==> src/rtl/lsu_pkg.sv <==
// Shared definitions for the load/store unit: data_memory size encoding,
// FSM state encoding, latency-counter width and small decode helpers.
// Optional feature macro: MISALIGN_TRAP_EN (adds the TRAP state).
package lsu_pkg;

    localparam logic [1:0] SIZE_BYTE = 2'b00;
    localparam logic [1:0] SIZE_HALF = 2'b01;
    localparam logic [1:0] SIZE_WORD = 2'b11;

    // Wide enough to count READ_LATENCY values 1..4
    localparam int LAT_CNT_W = 3;

    typedef enum logic [2:0] {
        ST_IDLE   = 3'd0,
        ST_ACCESS = 3'd1,
        ST_WAIT   = 3'd2,
        ST_RESP   = 3'd3
`ifdef MISALIGN_TRAP_EN
        , ST_TRAP = 3'd4
`endif
    } lsu_state_t;

    // The unused encoding 2'b10 behaves as a word access
    function automatic logic [1:0] normSize(input logic [1:0] size);
        if (size == SIZE_BYTE)      return SIZE_BYTE;
        else if (size == SIZE_HALF) return SIZE_HALF;
        else                        return SIZE_WORD;
    endfunction

    // Expects an already normalised size; bytes can never misalign
    function automatic logic isMisaligned(input logic [1:0] size, input logic [1:0] offset);
        if (size == SIZE_HALF)      return offset[0];
        else if (size == SIZE_WORD) return (offset != 2'b00);
        else                        return 1'b0;
    endfunction

endpackage

==> src/rtl/lsu_load_align.sv <==
// Load lane extraction for a big-endian memory word (byte 0 = bits [31:24])
// followed by sign or zero extension. Purely combinational.
module lsu_load_align
    import lsu_pkg::*;
(
    input  logic [31:0] i_rdata,
    input  logic [1:0]  i_offset,
    input  logic [1:0]  i_size,
    input  logic        i_unsigned,
    output logic [31:0] o_data
);

    logic [7:0]  w_byte;
    logic [15:0] w_half;
    logic        w_signBit;

    // Pick the addressed byte/half lane and extend it to 32 bits
    always_comb begin
        w_byte    = i_rdata[7:0];
        w_half    = i_rdata[15:0];
        w_signBit = 1'b0;
        o_data    = i_rdata;
        case (i_offset)
            2'd0:    w_byte = i_rdata[31:24];
            2'd1:    w_byte = i_rdata[23:16];
            2'd2:    w_byte = i_rdata[15:8];
            default: w_byte = i_rdata[7:0];
        endcase
        w_half = i_offset[1] ? i_rdata[15:0] : i_rdata[31:16];
        case (i_size)
            SIZE_BYTE: begin
                w_signBit = ~i_unsigned & w_byte[7];
                o_data    = {{24{w_signBit}}, w_byte};
            end
            SIZE_HALF: begin
                w_signBit = ~i_unsigned & w_half[15];
                o_data    = {{16{w_signBit}}, w_half};
            end
            default: o_data = i_rdata;
        endcase
    end

endmodule

==> src/rtl/load_store_unit.sv <==
// Memory-stage load/store unit between the ALU result path and data_memory.
// Accepts one request per handshake, issues one-cycle memory strobes, waits
// READ_LATENCY cycles (1..4) for read data and returns the extended result.
// Optional feature macro: MISALIGN_TRAP_EN -- misaligned requests trap
// instead of having their low address bits cleared.
module load_store_unit
    import lsu_pkg::*;
#(
    parameter int READ_LATENCY = 1,
    parameter int ADDR_W       = 32
) (
    input  logic              clock,
    input  logic              reset,
    input  logic              i_req_valid,
    output logic              o_req_ready,
    input  logic              i_req_load,
    input  logic [1:0]        i_req_size,
    input  logic              i_req_unsigned,
    input  logic [ADDR_W-1:0] i_req_addr,
    input  logic [31:0]       i_req_wdata,
    input  logic [4:0]        i_req_rd,
    output logic [ADDR_W-1:0] o_mem_addr,
    output logic [31:0]       o_mem_wdata,
    output logic              o_mem_re,
    output logic              o_mem_we,
    output logic [1:0]        o_mem_size,
    input  logic [31:0]       i_mem_rdata,
    output logic              o_resp_valid,
    output logic [31:0]       o_resp_data,
    output logic [4:0]        o_resp_rd,
    output logic              o_busy,
    output logic              o_exc_valid,
    output logic [ADDR_W-1:0] o_exc_addr
);

    // Counter value reached in the final WAIT cycle, when read data is valid
    localparam logic [LAT_CNT_W-1:0] LAT_LAST = LAT_CNT_W'(READ_LATENCY - 1);

    lsu_state_t           r_state;
    logic [LAT_CNT_W-1:0] r_latCnt;
    logic                 r_load;
    logic                 r_unsigned;
    logic [4:0]           r_rd;
    logic [ADDR_W-1:0]    r_memAddr;
    logic [31:0]          r_memWdata;
    logic [1:0]           r_memSize;
    logic                 r_memRe;
    logic                 r_memWe;
    logic                 r_respValid;
    logic [31:0]          r_respData;
    logic [4:0]           r_respRd;
    logic                 r_busy;

    logic                 w_accept;
    logic [1:0]           w_size;
    logic [ADDR_W-1:0]    w_reqAddr;
    logic [31:0]          w_storeData;
    logic [31:0]          w_loadData;

    assign w_accept = i_req_valid && (r_state == ST_IDLE);
    assign w_size   = normSize(i_req_size);

`ifdef MISALIGN_TRAP_EN
    logic              w_misaligned;
    logic              r_excValid;
    logic [ADDR_W-1:0] r_excAddr;

    // Misaligned requests never reach memory, so the address passes untouched
    assign w_reqAddr    = i_req_addr;
    assign w_misaligned = isMisaligned(w_size, i_req_addr[1:0]);
    assign o_exc_valid  = r_excValid;
    assign o_exc_addr   = r_excAddr;
`else
    // Silently align half/word accesses by clearing the offending low bits
    always_comb begin
        w_reqAddr = i_req_addr;
        if (w_size == SIZE_HALF)
            w_reqAddr[0] = 1'b0;
        else if (w_size == SIZE_WORD)
            w_reqAddr[1:0] = 2'b00;
    end

    assign o_exc_valid = 1'b0;
    assign o_exc_addr  = '0;
`endif

    // Replicate store data across every lane the access size can hit
    always_comb begin
        case (w_size)
            SIZE_BYTE: w_storeData = {4{i_req_wdata[7:0]}};
            SIZE_HALF: w_storeData = {2{i_req_wdata[15:0]}};
            default:   w_storeData = i_req_wdata;
        endcase
    end

    lsu_load_align u_align (
        .i_rdata    (i_mem_rdata),
        .i_offset   (r_memAddr[1:0]),
        .i_size     (r_memSize),
        .i_unsigned (r_unsigned),
        .o_data     (w_loadData)
    );

    // Request sequencing: accept, strobe memory, wait out latency, respond
    always_ff @(posedge clock) begin
        if (reset) begin
            r_state     <= ST_IDLE;
            r_latCnt    <= '0;
            r_load      <= 1'b0;
            r_unsigned  <= 1'b0;
            r_rd        <= '0;
            r_memAddr   <= '0;
            r_memWdata  <= '0;
            r_memSize   <= SIZE_BYTE;
            r_memRe     <= 1'b0;
            r_memWe     <= 1'b0;
            r_respValid <= 1'b0;
            r_respData  <= '0;
            r_respRd    <= '0;
            r_busy      <= 1'b0;
`ifdef MISALIGN_TRAP_EN
            r_excValid  <= 1'b0;
            r_excAddr   <= '0;
`endif
        end else begin
            case (r_state)
                ST_IDLE: begin
                    if (w_accept) begin
                        r_load     <= i_req_load;
                        r_unsigned <= i_req_unsigned;
                        r_rd       <= i_req_rd;
                        r_busy     <= 1'b1;
`ifdef MISALIGN_TRAP_EN
                        if (w_misaligned) begin
                            r_state    <= ST_TRAP;
                            r_excValid <= 1'b1;
                            r_excAddr  <= i_req_addr;
                        end else
`endif
                        begin
                            r_state    <= ST_ACCESS;
                            r_memAddr  <= w_reqAddr;
                            r_memWdata <= w_storeData;
                            r_memSize  <= w_size;
                            r_memRe    <= i_req_load;
                            r_memWe    <= ~i_req_load;
                        end
                    end
                end
                ST_ACCESS: begin
                    r_memRe  <= 1'b0;
                    r_memWe  <= 1'b0;
                    r_latCnt <= '0;
                    if (r_load) begin
                        r_state <= ST_WAIT;
                    end else begin
                        r_state <= ST_IDLE;
                        r_busy  <= 1'b0;
                    end
                end
                ST_WAIT: begin
                    if (r_latCnt == LAT_LAST) begin
                        r_respData  <= w_loadData;
                        r_respRd    <= r_rd;
                        r_respValid <= 1'b1;
                        r_state     <= ST_RESP;
                    end else begin
                        r_latCnt <= r_latCnt + 1'b1;
                    end
                end
                ST_RESP: begin
                    r_respValid <= 1'b0;
                    r_state     <= ST_IDLE;
                    r_busy      <= 1'b0;
                end
`ifdef MISALIGN_TRAP_EN
                ST_TRAP: begin
                    r_excValid <= 1'b0;
                    r_state    <= ST_IDLE;
                    r_busy     <= 1'b0;
                end
`endif
                default: begin
                    r_state     <= ST_IDLE;
                    r_memRe     <= 1'b0;
                    r_memWe     <= 1'b0;
                    r_respValid <= 1'b0;
                    r_busy      <= 1'b0;
                end
            endcase
        end
    end

    assign o_req_ready  = (r_state == ST_IDLE);
    assign o_mem_addr   = r_memAddr;
    assign o_mem_wdata  = r_memWdata;
    assign o_mem_re     = r_memRe;
    assign o_mem_we     = r_memWe;
    assign o_mem_size   = r_memSize;
    assign o_resp_valid = r_respValid;
    assign o_resp_data  = r_respData;
    assign o_resp_rd    = r_respRd;
    assign o_busy       = r_busy;

endmodule

==> config.mk <==
export PLATFORM = sky130hd
export DESIGN_NAME = load_store_unit
export DESIGN_NICKNAME = d
export VERILOG_FILES = /design/src/rtl/lsu_pkg.sv /design/src/rtl/lsu_load_align.sv /design/src/rtl/load_store_unit.sv
export SDC_FILE = /design/constraint.sdc
export NUM_CORES = 1
export LEC_CHECK = 0
export CORE_MARGIN = 3
export CORE_UTILIZATION = 45
export DETAILED_ROUTE_END_ITERATION = 7
export GPL_TIMING_DRIVEN = 1
export PLACE_DENSITY = 0.93
export RECOVER_POWER = 25
export REMOVE_ABC_BUFFERS = 1
export SLEW_MARGIN = 10
export SYNTH_ARGS = -nofsm -noshare
export SYNTH_HDL_FRONTEND = slang
export SYNTH_HIERARCHICAL = 1
export SYNTH_SLANG_ARGS = --single-unit
==> constraint.sdc <==
create_clock -name clock -period 3.2 [get_ports clock]
set_clock_uncertainty 0.2 [all_clocks]
set_input_delay 0.8 -clock clock [delete_from_list [all_inputs] [get_ports clock]]
set_output_delay 0.8 -clock clock [all_outputs]
set_load 0.05 [all_outputs]
Yosys cells after proc, flatten, opt, wreduce, memory -nomap -nowiden
Index checks and enable logic that the tools add are counted.
W data, S select, Z words.
{"block": "totals", "wordCells": 76, "memories": 0, "romBits": 0, "ramBits": 0, "latch_bits": 0, "regBits": 120}
{"block": "classes", "div_mod_pow": 0, "eq_ne": 13, "shift": 0, "n_addsub": 1, "reduce_logical": 17, "n_mul": 0, "n_bitwise": 7, "muxes": 24, "magnitude_cmp": 0}
{"operator": "$pmux W32 S2", "n": 2}
{"operator": "$pmux W8 S3", "n": 1}
{"operator": "$mux W16", "n": 1}
{"operator": "$reduce_and A2 Y1", "n": 6}
{"operator": "$mux W3", "n": 3}
{"operator": "$pmux W3 S3", "n": 1}
{"operator": "$eq A2 B1 Y1 const B", "n": 4}
{"operator": "$logic_not A2 Y1", "n": 4}
{"operator": "$mux W2", "n": 4}
{"operator": "$mux W1", "n": 7}
{"operator": "$eq A3 B2 Y1 const B", "n": 2}
{"operator": "$logic_not A3 Y1", "n": 2}
{"operator": "$ne A2 B2 Y1 const B", "n": 3}
{"operator": "$pmux W1 S2", "n": 3}
{"operator": "$pmux W3 S2", "n": 1}
{"operator": "$not A1 Y1", "n": 5}
{"operator": "$eq A2 B2 Y1 const B", "n": 2}
{"operator": "$reduce_or A2 Y1", "n": 2}
{"operator": "$add A3 B1 Y3 const B", "n": 1}
{"operator": "$eq A3 B1 Y1 const B", "n": 1}
{"operator": "$pmux W1 S3", "n": 1}
{"operator": "$reduce_and A3 Y1", "n": 1}
{"operator": "$and A1 B1 Y1", "n": 2}
{"operator": "$ne A2 B1 Y1 const B", "n": 1}
{"operator": "2 further kinds", "n": 2}

Longest topological paths before layout
{"block": "logic_depth", "ltp_word": 6, "mapped_depth": 9, "mapped_depth_nobuf": 5}

Hierarchy
Netlist, hierarchy kept.
{"module": "load_store_unit", "cells_each": 578, "seq_area_each_um2": 2382.3, "instances": 1, "area_each_um2": 4744.6}
{"module": "lsu_load_align", "cells_each": 107, "seq_area_each_um2": 0.0, "instances": 1, "area_each_um2": 787.0}

Worst setup path after synthesis
Ideal clock, no wire load.
{"block": "synth_timing", "kind": "reg-to-output", "start": "register r_state[1]", "end": "output o_req_ready", "slack_ps": 961, "arrival_time_ps": 1239, "path_stages_with_launch": 4, "required_time_ps": 2200, "cell_sequence": "dfxtp_1 buf_6 buf_2 nor2_1"}
{"block": "synth_via", "elab_chain_cells": 1}
{"item": "start: declaration", "line": "load_store_unit.sv:39", "rtl": "lsu_state_t r_state;"}
{"item": "start signal: assignment", "line": "load_store_unit.sv:107", "rtl": "r_state <= ST_IDLE;"}
{"item": "start signal: assignment", "line": "load_store_unit.sv:141", "rtl": "r_state <= ST_ACCESS;"}
{"item": "start signal: assignment", "line": "load_store_unit.sv:155", "rtl": "r_state <= ST_WAIT;"}
{"item": "$logic_not A3 Y1", "line": "load_store_unit.sv:194", "rtl": "assign o_req_ready = (r_state == ST_IDLE);"}
{"item": "end: declaration", "line": "load_store_unit.sv:15", "rtl": "output logic o_req_ready,"}
Every way passes these cells.

Worst setup path after layout
{"block": "layout_timing", "start": "input reset", "end": "register r_memWdata[23], in the netlist o_mem_wdata[23]"}
{"item": "start: declaration", "line": "load_store_unit.sv:13", "rtl": "input logic reset,"}
{"item": "end signal: assignment", "line": "load_store_unit.sv:143", "rtl": "r_memWdata <= w_storeData;"}
{"item": "end: declaration", "line": "load_store_unit.sv:45", "rtl": "logic [31:0] r_memWdata;"}
No word-level cell between the ends.

==> flow_metrics.py <==
metrics = {
    "outcome": {
        "status": "finished, violations left",
        "failed_checks": "capacitance limit, slew limit",
    },
    "synthesis": {
        "synthCells": 685,
        "synth_top_cell_by_area": "dfxtp_1",
        "yosysWarningCount": 6,
        "synth_edf_count": 0,
        "synth.area.top_cells": "dfxtp_1 (43%), nand2_1 (14%), a21oi_1 (8.1%)",
        "yosysUniqueCellTypes": 42,
        "synth_ff_type": "dfxtp_1",
        "synthesis.area_sq_um": 5530,
        "synthArstFlopShare_pct": 0,
        "avgSynthCellArea_sq_um": 8.08,
        "ys_seq_elements": 119,
        "synth_top_area_share_pct": 43.1,
        "ys_seq_area_share_pct": 43.1,
    },
    "cells_and_area": {
        "final_common_cell": "clkdlybuf4s50_1",
        "num-fill-cells": 888,
        "fin_cells": 1026,
        "n_antenna_cell": 0,
        "mostFrequentLayoutCells": "clkdlybuf4s50_1 (213), nand2_1 (211), dfxtp_1 (119), a21oi_1 (89), conb_1 (33)",
        "final_nets": 980,
        "area_growth_pct": 47.2,
        "post-route-cell-area_sq_um": 8140,
        "fin_util_pct": 69.5,
        "drive_above_1_share_pct": 7.02,
    },
    "global_route": {
        "grt_use_total_pct": 25.2,
        "grt.overflow.total": 0,
        "grt_pass1_wl_microns": 26600,
        "grt_max_degree": 99,
        "grt_pass1_vias": 5302,
        "antenna_found_initial": 0,
    },
    "clocking": {
        "cts_buffers": 17,
        "cts_root_buf": "clkbuf_16",
        "cts_tree": "yes",
        "postCtsHoldBufs": 0,
        "clk-insertion-delay-late_ns": 0.41,
        "post_cts_buffers": 0,
        "postCtsResizedCells": 0,
        "clkSlewWorstSetupHoldPaths_ns": 0.06,
        "cts_max_level": 4,
        "cts_sinks": 119,
        "cts.path.max_buffers": 2,
    },
    "route": {
        "wl_microns": 17500,
        "drtAntennaViolNets": 0,
        "wl_per_cell_microns": 17.0,
        "drcViolationCount": 0,
        "drt_first_pass_iters": 5,
        "drt_iter0_drc": 497,
        "routed_via_density": 5.40,
        "vias": 5543,
    },
    "sta": {
        "tightest_slew_ns": 1.73,
        "rsz0062_at_grt": "false",
        "setup_slack_ns": 0.266,
        "setup_violations": 0,
        "period_minus_slack_ns": 2.93,
        "holdWs_ns": 0.251,
        "fmax_mhz": 341,
        "finalMaxSlewViolations": 38,
        "slew_headroom_pct": -15.6,
        "hold_viol": 0,
        "finalCritPeriodShare_pct": 91.7,
    },
    "placement": {
        "hpwl_microns": 11900,
        "gp_congestion": 0.834,
        "place_inst": 994,
        "post-place-ws_ns": 0.390,
        "postPlaceCellArea_sq_um": 7530,
        "io_buffers": 215,
    },
    "floorplan": {
        "initial_utilization_pct": 47.2,
        "die_w_microns": 117,
        "design.core.area_sq_um": 11700,
        "num_io_pins": 249,
        "rows": 39,
        "dieArea_sq_um": 13700,
        "die_h_microns": 117,
    },
    "power_and_ir_drop": {
        "p_leak_nw": 2.99,
        "peakVddDrop_mv": 0.484,
        "powerDensity_nw_per_um2": 570,
    },
    "job": {
        "maxCapViolCount": 1,
    },
    "setup_path": {
        "end_kind": "flip-flop",
        "critPathRequiredTime_ns": 3.27,
        "crit_type": "primary input to flip-flop",
        "slowest_stage": "clkbuf_1",
        "arrival_ns": 3.00,
        "crit_chain": "clkbuf_1 -> clkbuf_4 -> a211oi_1",
        "max_stage_delay_ns": 1.22,
        "cp_max_fo": 51,
        "cp-start-kind": "primary input",
    },
    "min_path": {
        "min_path_type": "flip-flop to flip-flop",
    },
}
logic make-up (layout without fill, tap and decap cells):
family	after synthesis	in the layout	synth area share [%]
simple gates	262	262	19.2
compound gates	184	184	22.8
flops	119	119	43.1
buf+inv	97	263	10.7
mux	20	20	3.66
fa+ha+maj	2	2	0.452
other cells	1	33	0.0678
worst paths after layout:
kind,cells past startpoint,end,slack (ns),startpoint
setup / recovery,3,o_mem_wdata[23]$_SDFFE_PP0P_,0.27,reset
hold / removal,2,o_resp_rd[3]$_SDFFE_PP0P_,0.25,r_rd[3]$_SDFFE_PP0P_
setup reg to reg,5,o_resp_data[2]$_SDFFE_PP0P_,0.79,r_latCnt[1]$_SDFFE_PP0P_
hold reg to reg,2,o_resp_rd[3]$_SDFFE_PP0P_,0.25,r_rd[3]$_SDFFE_PP0P_
layer usage:
metal	vias to the layer above	GRT usage, %	routed length, microns
li1	2656	-	-
met3	30	11.8	1970
met2	295	42.4	8670
met5	-	0	0
met1	2562	27.5	6480
met4	0	10.3	371
sequential cells by signal, summed over array words and instances, names as in the netlist, 2 cells and up:
name         flops
o_mem_size       2
r_state          2
o_mem_wdata     32
r_latCnt         3
o_resp_rd        5
r_rd             5
o_mem_addr      32
o_resp_data     32
power by group:
group	internal, W	switching (W)	total (W)
Sequential	0.00156	0.0000478	0.00161
Clock	0.00134	0.000682	0.00202
Combinational	0.000374	0.000640	0.00101
Total	0.00327	0.00137	0.00464
worst max-delay path: cells and delay by family:
family,cells,cell delay (ns)
AOI/OAI and AO/OA,1,0.12
buffers and inverters,2,2.03
per-stage QoR:
stage,TNS (ns),total power [W]
finish,0,0.00464
global route,0,0.00482
CTS,0,0.00467
detailed placement,0,0.00264
global placement,0,0.00263
floorplan,-69.92,0.00223
cell type report:
class / instances / area (sq um) / area share, %
Clock buffer: 20 / 457 / 5.61
Clock inverter: 12 / 175 / 2.15
Inverter: 5 / 18.8 / 0.231
Multi-Input combinational cell: 501 / 2680 / 32.9
Sequential cell: 119 / 2380 / 29.3
Tap cell: 143 / 179 / 2.20
Timing Repair Buffer: 226 / 2250 / 27.6
synthesized netlist by cell type, types with 2 or more instances:
cell and n:
o221ai_1 8, mux2i_1 18, a311oi_1 16, a21oi_1 89
dfxtp_1 119, or2_2 2, o32ai_1 2, o21ai_0 3
a211oi_1 10, inv_1 5, ha_1 2, o21a_1 2
o21bai_1 2, nor2_2 3, nand2b_1 2, o211ai_2 10
o211ai_1 8, buf_1 2, nor2b_1 4, nand2_1 211
o22a_1 8, a2bb2oi_1 8, buf_2 19, nor2_1 30
clkbuf_1 22, a22oi_1 17, buf_4 43, buf_6 6
Note: power is estimated with default switching activity, not from simulation.
